## src/rtl/cam_prio_enc.sv

```systemverilog
// Priority encoder for the CAM match vector: picks the winning index and flags
// whether any match or more than one match is present.
module cam_prio_enc #(
   parameter int DEPTH    = 16,
   parameter bit PRI_HIGH = 1'b1,
   localparam int ADDR_W  = $clog2(DEPTH)
) (
   input  logic [DEPTH-1:0]  vec,
   output logic [ADDR_W-1:0] index,
   output logic              any,
   output logic              multi
);

   always_comb begin
      index = '0;
      // Scan order is chosen so the last assignment is the preferred match.
      if (PRI_HIGH) begin
         for (int i = 0; i < DEPTH; i++)
            if (vec[i]) index = ADDR_W'(i);
      end else begin
         for (int i = DEPTH - 1; i >= 0; i--)
            if (vec[i]) index = ADDR_W'(i);
      end
   end

   assign any   = |vec;
   assign multi = |(vec & (vec - DEPTH'(1)));

endmodule

```

## src/rtl/param_cam.sv

```systemverilog
// Parametrised ternary CAM: write-by-address, invalidate, masked search with a
// registered priority-encoded result and registered occupancy flags.
module param_cam #(
   parameter int DATA_W   = 8,
   parameter int DEPTH    = 16,
   parameter bit PRI_HIGH = 1'b1,
   localparam int ADDR_W  = $clog2(DEPTH)
) (
   input  logic              clk,
   input  logic              rst_n,
   input  logic              wen,
   input  logic              ren,
   input  logic              inv,
   input  logic [DATA_W-1:0] din,
   input  logic [DATA_W-1:0] mask,
   input  logic [ADDR_W-1:0] addr,
   output logic [ADDR_W-1:0] dout,
   output logic              hit,
   output logic              multi_hit,
   output logic              full,
   output logic              empty
);

   logic [DATA_W-1:0] mem [DEPTH];
   logic [DEPTH-1:0]  valid;
   logic [DEPTH-1:0]  valid_nxt;
   logic [DEPTH-1:0]  match;
   logic [ADDR_W-1:0] enc_index;
   logic              enc_any;
   logic              enc_multi;

   always_comb begin
      match = '0;
      for (int i = 0; i < DEPTH; i++)
         match[i] = valid[i] && (((mem[i] ^ din) & mask) == '0);
   end

   // Write is applied after invalidate so a same-cycle write leaves the entry valid.
   always_comb begin
      valid_nxt = valid;
      if (inv) valid_nxt[addr] = 1'b0;
      if (wen) valid_nxt[addr] = 1'b1;
   end

   cam_prio_enc #(
      .DEPTH    (DEPTH),
      .PRI_HIGH (PRI_HIGH)
   ) u_prio_enc (
      .vec   (match),
      .index (enc_index),
      .any   (enc_any),
      .multi (enc_multi)
   );

   // Entry data is deliberately not reset; the valid vector hides stale contents.
   always_ff @(posedge clk) begin
      if (rst_n && wen) mem[addr] <= din;
   end

   always_ff @(posedge clk) begin
      if (!rst_n) begin
         valid     <= '0;
         dout      <= '0;
         hit       <= 1'b0;
         multi_hit <= 1'b0;
         full      <= 1'b0;
         empty     <= 1'b1;
      end else begin
         valid     <= valid_nxt;
         dout      <= ren ? enc_index : '0;
         hit       <= ren & enc_any;
         multi_hit <= ren & enc_multi;
         full      <= &valid_nxt;
         empty     <= ~|valid_nxt;
      end
   end

endmodule

```

## config.mk

```make
export PLATFORM = sky130hd
export DESIGN_NAME = param_cam
export DESIGN_NICKNAME = d
export VERILOG_FILES = /design/src/rtl/cam_prio_enc.sv /design/src/rtl/param_cam.sv
export SDC_FILE = /design/constraint.sdc
export NUM_CORES = 1
export LEC_CHECK = 0
export CAP_MARGIN = 10
export CORE_ASPECT_RATIO = 0.6
export CORE_UTILIZATION = 50
export CTS_CLUSTER_SIZE = 12
export DETAILED_ROUTE_END_ITERATION = 10
export DONT_BUFFER_PORTS = 1
export PLACE_DENSITY = 0.66
export SETUP_SLACK_MARGIN = 0.4
export SLEW_MARGIN = 20
export SYNTH_ARGS = -nofsm -noshare
export SYNTH_HDL_FRONTEND = slang
export SYNTH_SLANG_ARGS = --single-unit
```

## constraint.sdc

```tcl
create_clock -name clk -period 2.6 [get_ports clk]
set_input_delay 0.52 -clock clk [delete_from_list [all_inputs] [get_ports clk]]
set_output_delay 0.52 -clock clk [all_outputs]
set_load 0.005 [all_outputs]
```

==> flow_summary.json, run 1 <==
{
  "outcome": "complete, no violations",
  "yosys_most_used_dff": "edfxtp_1",
  "detail_route.vias_per_cell": 5.98,
  "io_pins": 33,
  "slowest_delay_ps": 370,
  "vias": 4523,
  "grt.overflow.total": 0,
  "rsz0062_at_grt": "false",
  "cts_tree": "yes",
  "fp.dieW_um": 158,
  "grt_pass1_vias": 4203,
  "clk_latency_ps": 420,
  "hold_path_class": "in2reg",
  "wl_per_cell_um": 23.3,
  "start_kind": "flop",
  "rrSetupSlack_ps": 520,
  "fin_setup_tns_ps": 0,
  "gp_congestion": 0.919,
  "ys_seq_elements": 152,
  "antenna_left": 0,
  "hold_end": "empty",
  "fin_ws_ps": 522,
  "r2r_end": "dout[1]",
  "syn_nets": 584,
  "antenna_found_initial": 0,
  "synth.distinct_cells": 50,
  "crit_type": "reg2reg",
  "r2r-start": "mem[8][2]",
  "crit_buf_inv": 0,
  "synth-edff-count": 128,
  "grt_start_max_net_pins": 33,
  "synth_area_um2": 7290,
  "ir_worst_vdd_uv": 506,
  "fin_worst_skew_ps": 14.3,
  "fmax_mhz": 481,
  "final_area_um2": 7910,
  "syn_avg_cell_area_um2": 13.0,
  "row_count": 33,
  "grt_pass1_wl_mm": 25.9,
  "finalPower_mw": 5.35,
  "placedCellCount": 724,
  "crit_family": "compound AO/OA/AOI/OAI gates",
  "crit_chain": "xor2_1, a22oi_1, nand4_1, and2b_1, nor2_1, a21boi_1, o31ai_1, a21oi_1",
  "timing.slew.headroom": 0.517,
  "hp-start": "rst_n",
  "grt_use_total": 0.246,
  "insertedDiodeCount": 0,
  "clockRootBuffer": "clkbuf_16",
  "ys_warn_count": 0,
  "utilization": 0.569,
  "leakage_nw": 2.75,
  "drt_iter0_markers": 477,
  "cts_htree_levels": 4,
  "initial_core_util": 0.524,
  "post_dp_cell_area_um2": 7290,
  "fp.dieH_um": 95.5,
  "yosysSeqAreaShare": 0.594,
  "drive_above_1_share": 0.110,
  "finalCriticalPeriod_ps": 2080,
  "clock_path_buffers": 2,
  "finalSetupViolations": 0,
  "worstSetupEndpointType": "flop",
  "die_area_um2": 15100,
  "reg2reg_depth": 8,
  "fin_cells": 756,
  "drv_slew": 0,
  "critPathMaxFanout": 6,
  "netlist.top_cell.by_area": "edfxtp_1",
  "cts_setup_buffers": 0,
  "worst_pin_slew_ps": 721,
  "post-place-ws_ps": 204,
  "clkSlewWorstSetupHoldPaths_ps": 60,
  "hpwlAfterDp_mm": 11.2,
  "synth_area_leaders": "edfxtp_1 53%, xor2_1 15%, dfxtp_1 6.6%, o21ai_0 2.3%, a222oi_1 2.1%",
  "drcViolationCount": 0,
  "layout_worst_path_cycle_share": 0.799,
  "max_cap_violations": 0,
  "powerDensity_nw_per_um2": 676,
  "holdWs_ps": 172,
  "synth_cells": 559,
  "numPortBuffers": 0,
  "nets": 576,
  "core_area_um2": 13900,
  "synthArstFlopShare": 0,
  "required_ps": 2890,
  "finalHoldViolCount": 0,
  "drtPass1Iterations": 5,
  "min_delay_path_depth": 1,
  "yosysTopAreaCellShare": 0.528,
  "clkSinkCount": 152,
  "totalWireLength_mm": 17.6,
  "area_growth_pct": 8.62,
  "numCtsBuffers": 17,
  "cp_slowest_cell": "edfxtp_1",
  "crit_arrival_ps": 2360
}
[report_power, final]
group	switching, mW	internal, mW	leakage [nW]
Sequential	0.0154	2.67	1.35
Combinational	0.127	0.120	1.10
Clock	0.964	1.45	0.298
Total	1.11	4.25	2.75
[timing repair]
item                       CTS  global route
gates resized for setup      1            10
setup endpoints to repair    1             2
hold buffers                 0             0
pin swaps                    0             3
gates cloned                 0             0
[routing by layer]
layer  vias to the layer above  GRT usage  routed length [um]
li1                       2056          -                   -
met4                         0     0.0542                 203
met1                      2259      0.367                8590
met2                       196      0.349                7480
met5                         -          0                   0
met3                        12     0.0736                1350
[cell usage in the layout (no fill, tap or decap), types with 4 or more instances in the layout]
cell type	count
a22o_1	9
nand4_1	11
nor3_1	10
a22oi_1	16
nand2b_1	6
clkbuf_16	19
and4_4	4
a221oi_1	5
and2_1	16
nand2_1	35
clkinv_2	5
and4_1	5
nor4_1	5
nand3_1	5
dfxtp_1	24
o21ai_0	33
a21oi_1	6
edfxtp_1	128
nor2_1	21
xor2_1	128
buf_4	12
a222oi_1	15
[logic make-up (layout without fill, tap and decap cells)]
family / after synthesis / after routing / share of synthesized area
buffers and inverters: 40 / 45 / 0.0455
AO/OA/AOI/OAI: 103 / 103 / 0.104
flip-flops: 152 / 152 / 0.594
AND/OR/NAND/NOR: 136 / 136 / 0.103
XOR/XNOR: 128 / 128 / 0.154
[flip-flops by register name, indices dropped and copies added (netlist names)]
register and cells:
hit 1, empty 1, dout 4, mem 128, full 1, valid 16
multi_hit 1
[cell type report]
type	instances	area (um2)
Clock inverter	11	91.3
Clock buffer	21	493
Inverter	1	3.75
Timing Repair Buffer	12	90.1
Sequential cell	152	4320
Tap cell	192	240
Fill cell	1093	6000
Multi-Input combinational cell	367	2670
[worst max-delay path by stage]
stage          startpoint        end  slack (ps)  cells past startpoint
2_1_floorplan      din[7]  multi_hit         510                     10
3_3_place_gp       din[0]  multi_hit         260                      8
3_5_place_dp       din[0]  multi_hit         200                      8
4_1_cts         mem[0][7]  multi_hit         470                      8
5_1_grt        mem[14][2]  multi_hit         390                      8
6_report        mem[8][2]    dout[1]         520                      8
[synthesized netlist by cell type (2+ instances only)]
cell      count
or2_2         2
clkbuf_8      3
buf_4         2
and2_1       16
nand4b_1      2
and2b_1       4
a41oi_1       2
nand2b_1      6
nor2b_1       3
nand3_1       5
clkbuf_1     10
buf_2         4
a22o_1        9
buf_12        2
a221oi_1      7
a211oi_1      2
buf_6        12
clkbuf_2      4
a22oi_1      16
nand2_1      35
a21oi_1       6
and4_1        9
xor2_1      128
dfxtp_1      24
o21ai_0      33
nor4_1        5
nor3_1       10
a221oi_2      2
nor2_1       21
edfxtp_1    128
a31oi_1       2
nor2_2        3
a222oi_1     15
nand4_1      11
[worst reg2reg max path, cell delays in order (launching register included)]
cell      delay [ps]
edfxtp_1         370
xor2_1           150
a22oi_1          230
nand4_1          150
and2b_1          360
nor2_1           160
a21boi_1         170
o31ai_1          240
a21oi_1          120
Note: power is estimated with default switching activity, not from simulation.
==> inputs of run 2 (changes only) <==
- PLACE_DENSITY: 0.66 -> 0.69
- clock period: 2.6 -> 1.9 ns (I/O delays scaled with it)
==> run 2 against run 1 <==
Effect of this change:
- the flow now finishes with violations (setup timing)
- cell count grew 2.0%
- hold slack got worse by 150 ps
- die area unchanged
- largest cell class unchanged
- wire length rose by 3.4%
- first-iteration DRC count increased by 17%
- sequential share of layout area shrank 2.5 points
- flip-flop and latch count is the same
- highest routed layer unchanged
- critical endpoint is now multi_hit
- sequential power grew 37%
- largest power group unchanged
==> flow_summary.json, run 2 (synthesized netlist as in run 1, its figures left out) <==
{
  "layout_worst_path_cycle_share": 1.07,
  "fin_setup_tns_ps": -318,
  "fin_worst_skew_ps": 10.5,
  "wl_per_cell_um": 23.6,
  "numPortBuffers": 0,
  "clkSlewWorstSetupHoldPaths_ps": 60,
  "max_cap_violations": 0,
  "totalWireLength_mm": 18.2,
  "finalPower_mw": 7.43,
  "final_area_um2": 8290,
  "fp.dieH_um": 95.5,
  "io_pins": 33,
  "fp.dieW_um": 158,
  "grt.overflow.total": 0,
  "core_area_um2": 13900,
  "worst_pin_slew_ps": 632,
  "ir_worst_vdd_uv": 556,
  "grt_start_max_net_pins": 33,
  "finalHoldViolCount": 0,
  "crit_type": "reg2reg",
  "insertedDiodeCount": 0,
  "antenna_left": 0,
  "cts_htree_levels": 4,
  "drcViolationCount": 0,
  "die_area_um2": 15100,
  "row_count": 33,
  "drt_iter0_markers": 560,
  "drtPass1Iterations": 6,
  "grt_pass1_wl_mm": 26.9,
  "clkSinkCount": 152,
  "fmax_mhz": 491,
  "clock_path_buffers": 2,
  "outcome": "finished with violations",
  "hold_path_class": "in2reg",
  "fillers": 1099,
  "detail_route.vias_per_cell": 6.13,
  "worstSetupEndpointType": "flop",
  "cts_tree": "yes",
  "grt_pass1_vias": 4393,
  "hpwlAfterDp_mm": 11.4,
  "rsz0062_at_grt": "true",
  "largest_reg_flops": 128,
  "nets": 591,
  "leakage_nw": 2.87,
  "holdWs_ps": 20.1,
  "crit_arrival_ps": 2380,
  "gp_congestion": 0.852,
  "finalSetupViolations": 5,
  "timing.slew.headroom": 0.574,
  "finalCriticalPeriod_ps": 2040,
  "top_register": "mem",
  "critPathMaxFanout": 5,
  "grt_use_total": 0.254,
  "drive_above_1_share": 0.206,
  "numCtsBuffers": 17,
  "violations": "setup timing",
  "powerDensity_nw_per_um2": 896,
  "antenna_found_initial": 0,
  "layout_common_cells": "128 x xor2_1, 128 x edfxtp_1, 34 x nand2_1, 27 x o21ai_0",
  "fin_ws_ps": -138,
  "clk_latency_ps": 430,
  "initial_core_util": 0.524,
  "area_growth_pct": 13.8,
  "vias": 4728,
  "start_kind": "flop",
  "post_dp_cell_area_um2": 7490,
  "required_ps": 2240,
  "clockRootBuffer": "clkbuf_16",
  "drv_slew": 0,
  "reg_top3": "mem x128, valid x16, dout x4",
  "hold_buffers": 0
}
[run 2: stage by stage]
step / setup slack, ps / util / instances
2_1_floorplan: 7.77 / - / 559
3_3_place_gp: -150 / 0.538 / 730
3_5_place_dp: -173 / 0.538 / 730
4_1_cts: -40.0 / 0.588 / 765
5_1_grt: -248 / 0.596 / 771
6_report: -138 / 0.596 / 771
[run 2: routing by layer]
metal	vias to the layer above	global-route usage	routed length (um)
met4	0	0.0720	310
li1	2087	-	-
met3	27	0.0545	1740
met1	2348	0.388	8450
met2	266	0.362	7730
met5	-	0	0
[run 2: layout make-up]
| type | count | area [um2] | area share |
|---|---|---|---|
| Inverter | 1 | 3.75 | 0.000453 |
| Clock buffer | 22 | 475 | 0.0573 |
| Clock inverter | 10 | 115 | 0.0139 |
| Multi-Input combinational cell | 367 | 2920 | 0.352 |
| Timing Repair Buffer | 27 | 214 | 0.0258 |
| Sequential cell | 152 | 4320 | 0.521 |
| Tap cell | 192 | 240 | 0.0290 |
[run 2: worst paths after layout]
kind	from	endpoint	slack, ps	cells after the start
min	rst_n	empty	20	1
max	mem[4][7]	multi_hit	-140	8
min reg2reg	valid[0]	full	700	4
max reg2reg	mem[4][7]	multi_hit	-140	8
[run 2: critical path, stage by stage, from the launching register on]
cell	delay [ps]
edfxtp_1	380
xor2_1	150
a22oi_1	240
nand4_1	240
nor2_2	290
nor3_1	110
o311ai_2	260
nand2_1	100
a31oi_1	180
[run 2: what timing repair did]
item | in CTS | in global routing
hold endpoints to repair | 0 | 0
setup buffers | 3 | 6
resized for setup | 22 | 13
setup endpoints to repair | 6 | 6
pin swaps | 24 | 11
[run 2: power breakdown]
group,internal [mW],total (mW),switching [mW]
sequential,3.66,3.68,0.0213
clock,2.05,3.38,1.32
combinational,0.182,0.373,0.190
total,5.89,7.43,1.54
==> inputs of run 3 (changes only) <==
==> constraint.sdc (replaced) <==
create_clock -name clk -period 1.9 [get_ports clk]
set_input_delay 0.19 -clock clk [delete_from_list [all_inputs] [get_ports clk]]
set_output_delay 0.19 -clock clk [all_outputs]
set_load 0.005 [all_outputs]
==> run 3 against run 2 <==
Effect of this change:
- the flow still finishes with violations (setup timing)
- wire length increased by 16%
- die area unchanged
- highest routed layer unchanged
- critical path depth unchanged
- non-clock buffer count increased by 9
- flip-flop and latch count unchanged
- design area decreased by 0.81%
- register-to-register slack improved by 40 ps
- count of clock-buffer cells in the layout decreased by 3
- utilization decreased by 0.49 points
- clock skew increased by 0.82 ps
- sequential power about the same
- combinational power increased by 13%
==> flow_summary.json, run 3 (synthesized netlist as in run 1, its figures left out) <==
{
  "grt_use_total": 0.298,
  "violations": "setup timing",
  "min_delay_path_depth": 2,
  "critPathMaxFanout": 2,
  "row_count": 33,
  "switching_power_mw": 1.60,
  "fillers": 1123,
  "finalCriticalPeriod_ps": 2000,
  "core_area_um2": 13900,
  "grt_start_max_net_pins": 19,
  "clockRootBuffer": "clkbuf_16",
  "rrSetupSlack_ps": -100,
  "crit_arrival_ps": 2290,
  "cp_slowest_cell": "edfxtp_1",
  "r2r-start": "mem[5][4]",
  "required_ps": 2200,
  "insertedDiodeCount": 0,
  "detail_route.vias_per_cell": 6.31,
  "worstSetupEndpointType": "flop",
  "multiInputGateArea_um2": 2730,
  "clock_path_buffers": 2,
  "fp.dieH_um": 95.5,
  "grt_pass1_wl_mm": 30.5,
  "area_growth_pct": 12.9,
  "reg_top3": "mem x128, valid x16, dout x4",
  "drt_iter0_markers": 567,
  "top_register": "mem",
  "final_area_um2": 8230,
  "crit_type": "reg2reg",
  "powerDensity_nw_per_um2": 944,
  "fin_worst_skew_ps": 11.3,
  "hp-start": "rst_n",
  "layout_worst_path_cycle_share": 1.05,
  "drcViolationCount": 0,
  "wl_per_cell_um": 27.0,
  "post_dp_cell_area_um2": 7420,
  "numCtsBuffers": 17,
  "finalSetupViolations": 5,
  "vias": 4914,
  "r2r_end": "dout[1]",
  "fin_ws_ps": -95.6,
  "power_frac_seq": 0.474,
  "clkSlewWorstSetupHoldPaths_ps": 60,
  "grt_pass1_vias": 4658,
  "numPortBuffers": 0,
  "rsz0062_at_grt": "true",
  "hold_end": "multi_hit",
  "cts_tree": "yes",
  "crit_buf_inv": 1,
  "drive_above_1_share": 0.145,
  "outcome": "finished with violations",
  "p_sw_frac": 0.206,
  "hpwlAfterDp_mm": 11.4,
  "totalWireLength_mm": 21.1,
  "io_pins": 33,
  "nets": 600,
  "die_area_um2": 15100,
  "ir_worst_vdd_uv": 548,
  "initial_core_util": 0.524,
  "worst_pin_slew_ps": 1100,
  "clk_latency_ps": 430,
  "drtPass1Iterations": 5,
  "finalHoldViolCount": 0,
  "slowest_delay_ps": 390,
  "drv_slew": 0,
  "max_cap_violations": 0,
  "fin_setup_tns_ps": -289,
  "p_comb_frac": 0.055,
  "hold_path_class": "in2reg",
  "timing.slew.headroom": 0.261,
  "ff_latch_area_um2": 4320,
  "clkSinkCount": 152,
  "largest_reg_flops": 128,
  "reg2reg_depth": 8,
  "crit_family": "compound AO/OA/AOI/OAI gates",
  "grt.overflow.total": 0,
  "fp.dieW_um": 158,
  "cts_htree_levels": 4,
  "antenna_left": 0,
  "p_int_mw": 6.17,
  "gp_congestion": 0.892,
  "crit_chain": "xor2_1, a222oi_1, buf_4, or2b_1, o221ai_2, a21boi_1, o31ai_1, a21oi_1",
  "utilization": 0.591,
  "layout_common_cells": "128 x xor2_1, 128 x edfxtp_1, 35 x nand2_1, 32 x o21ai_0, 26 x buf_4",
  "clkPwrFrac": 0.471,
  "fmax_mhz": 501,
  "leakage_nw": 2.89,
  "antenna_found_initial": 0,
  "start_kind": "flop"
}
## run 3: changes by cell type in the layout (fill, tap and decap cells not counted), sizes merged
cell,delta
clkinvlp,+1
bufinv,+3
buf,-1
inv,-4
clkbuf,-3
dlygate4sd3,+10
clkinv,+2
## run 3: final cells by class
cell class              instances  area share
well taps                     192      0.0292
flip-flops and latches        152       0.526
clock buffers                  19      0.0526
multi-input cells             367       0.332
clock inverters                12      0.0245
repair buffers                 36      0.0359
inverters                       1    0.000456
## run 3: per-layer routing
metal  up-vias  GRT usage  part of all wire  wire, um
li1       2110          -                 -         -
met1      2455      0.429              0.43      9030
met2       316      0.431              0.43      8970
met3        33     0.0914              0.12      2610
met4         0     0.0866             0.021       451
met5         -          0                 0         0
## run 3: worst max path at each step
stage	slack [ps]	cells after the start	endpoint	startpoint
after floorplan	160	8	multi_hit	mem[3][7]
after global placement	-80	8	multi_hit	mem[14][2]
after detailed placement	-100	7	multi_hit	mem[7][4]
after CTS	-90	8	dout[1]	mem[5][4]
after global routing	-210	8	multi_hit	mem[5][4]
final	-100	8	dout[1]	mem[5][4]
## run 3: repair_timing
item / in CTS / in global routing
pin swaps: 9 / 1
gates cloned: 0 / 0
endpoints found under the setup margin: 6 / 7
buffers inserted: 1 / 1
hold buffers: 10 / 0
endpoints found under the hold margin: 146 / 0
resized for setup: 8 / 7
## run 3: stage by stage
step | hold slack (ps) | power, mW | instances | worst slack [ps]
after detailed placement | 256 | 4.07 | 736 | -97.4
after global placement | 255 | 4.06 | 736 | -75.8
after global routing | 54.2 | 7.97 | 779 | -210
final | 55.1 | 7.76 | 779 | -95.6
after CTS | 34.9 | 7.77 | 778 | -93.1
after floorplan | 289 | 4.14 | 559 | 164
## run 3: worst reg2reg max path, cell delays in order, from the launching register on
cell and delay [ps]:
edfxtp_1 390, xor2_1 160, a222oi_1 400, buf_4 190, or2b_1 260, o221ai_2 70
a21boi_1 100, o31ai_1 190, a21oi_1 100
## run 3: power by group through the flow
stage / combinational [mW] / clock [mW] / sequential, mW
finish: 0.423 / 3.66 / 3.68
CTS: 0.414 / 3.68 / 3.68
floorplan: 0.399 / 0 / 3.74
detailed placement: 0.321 / 0 / 3.75
global placement: 0.314 / 0 / 3.75
global route: 0.459 / 3.83 / 3.68
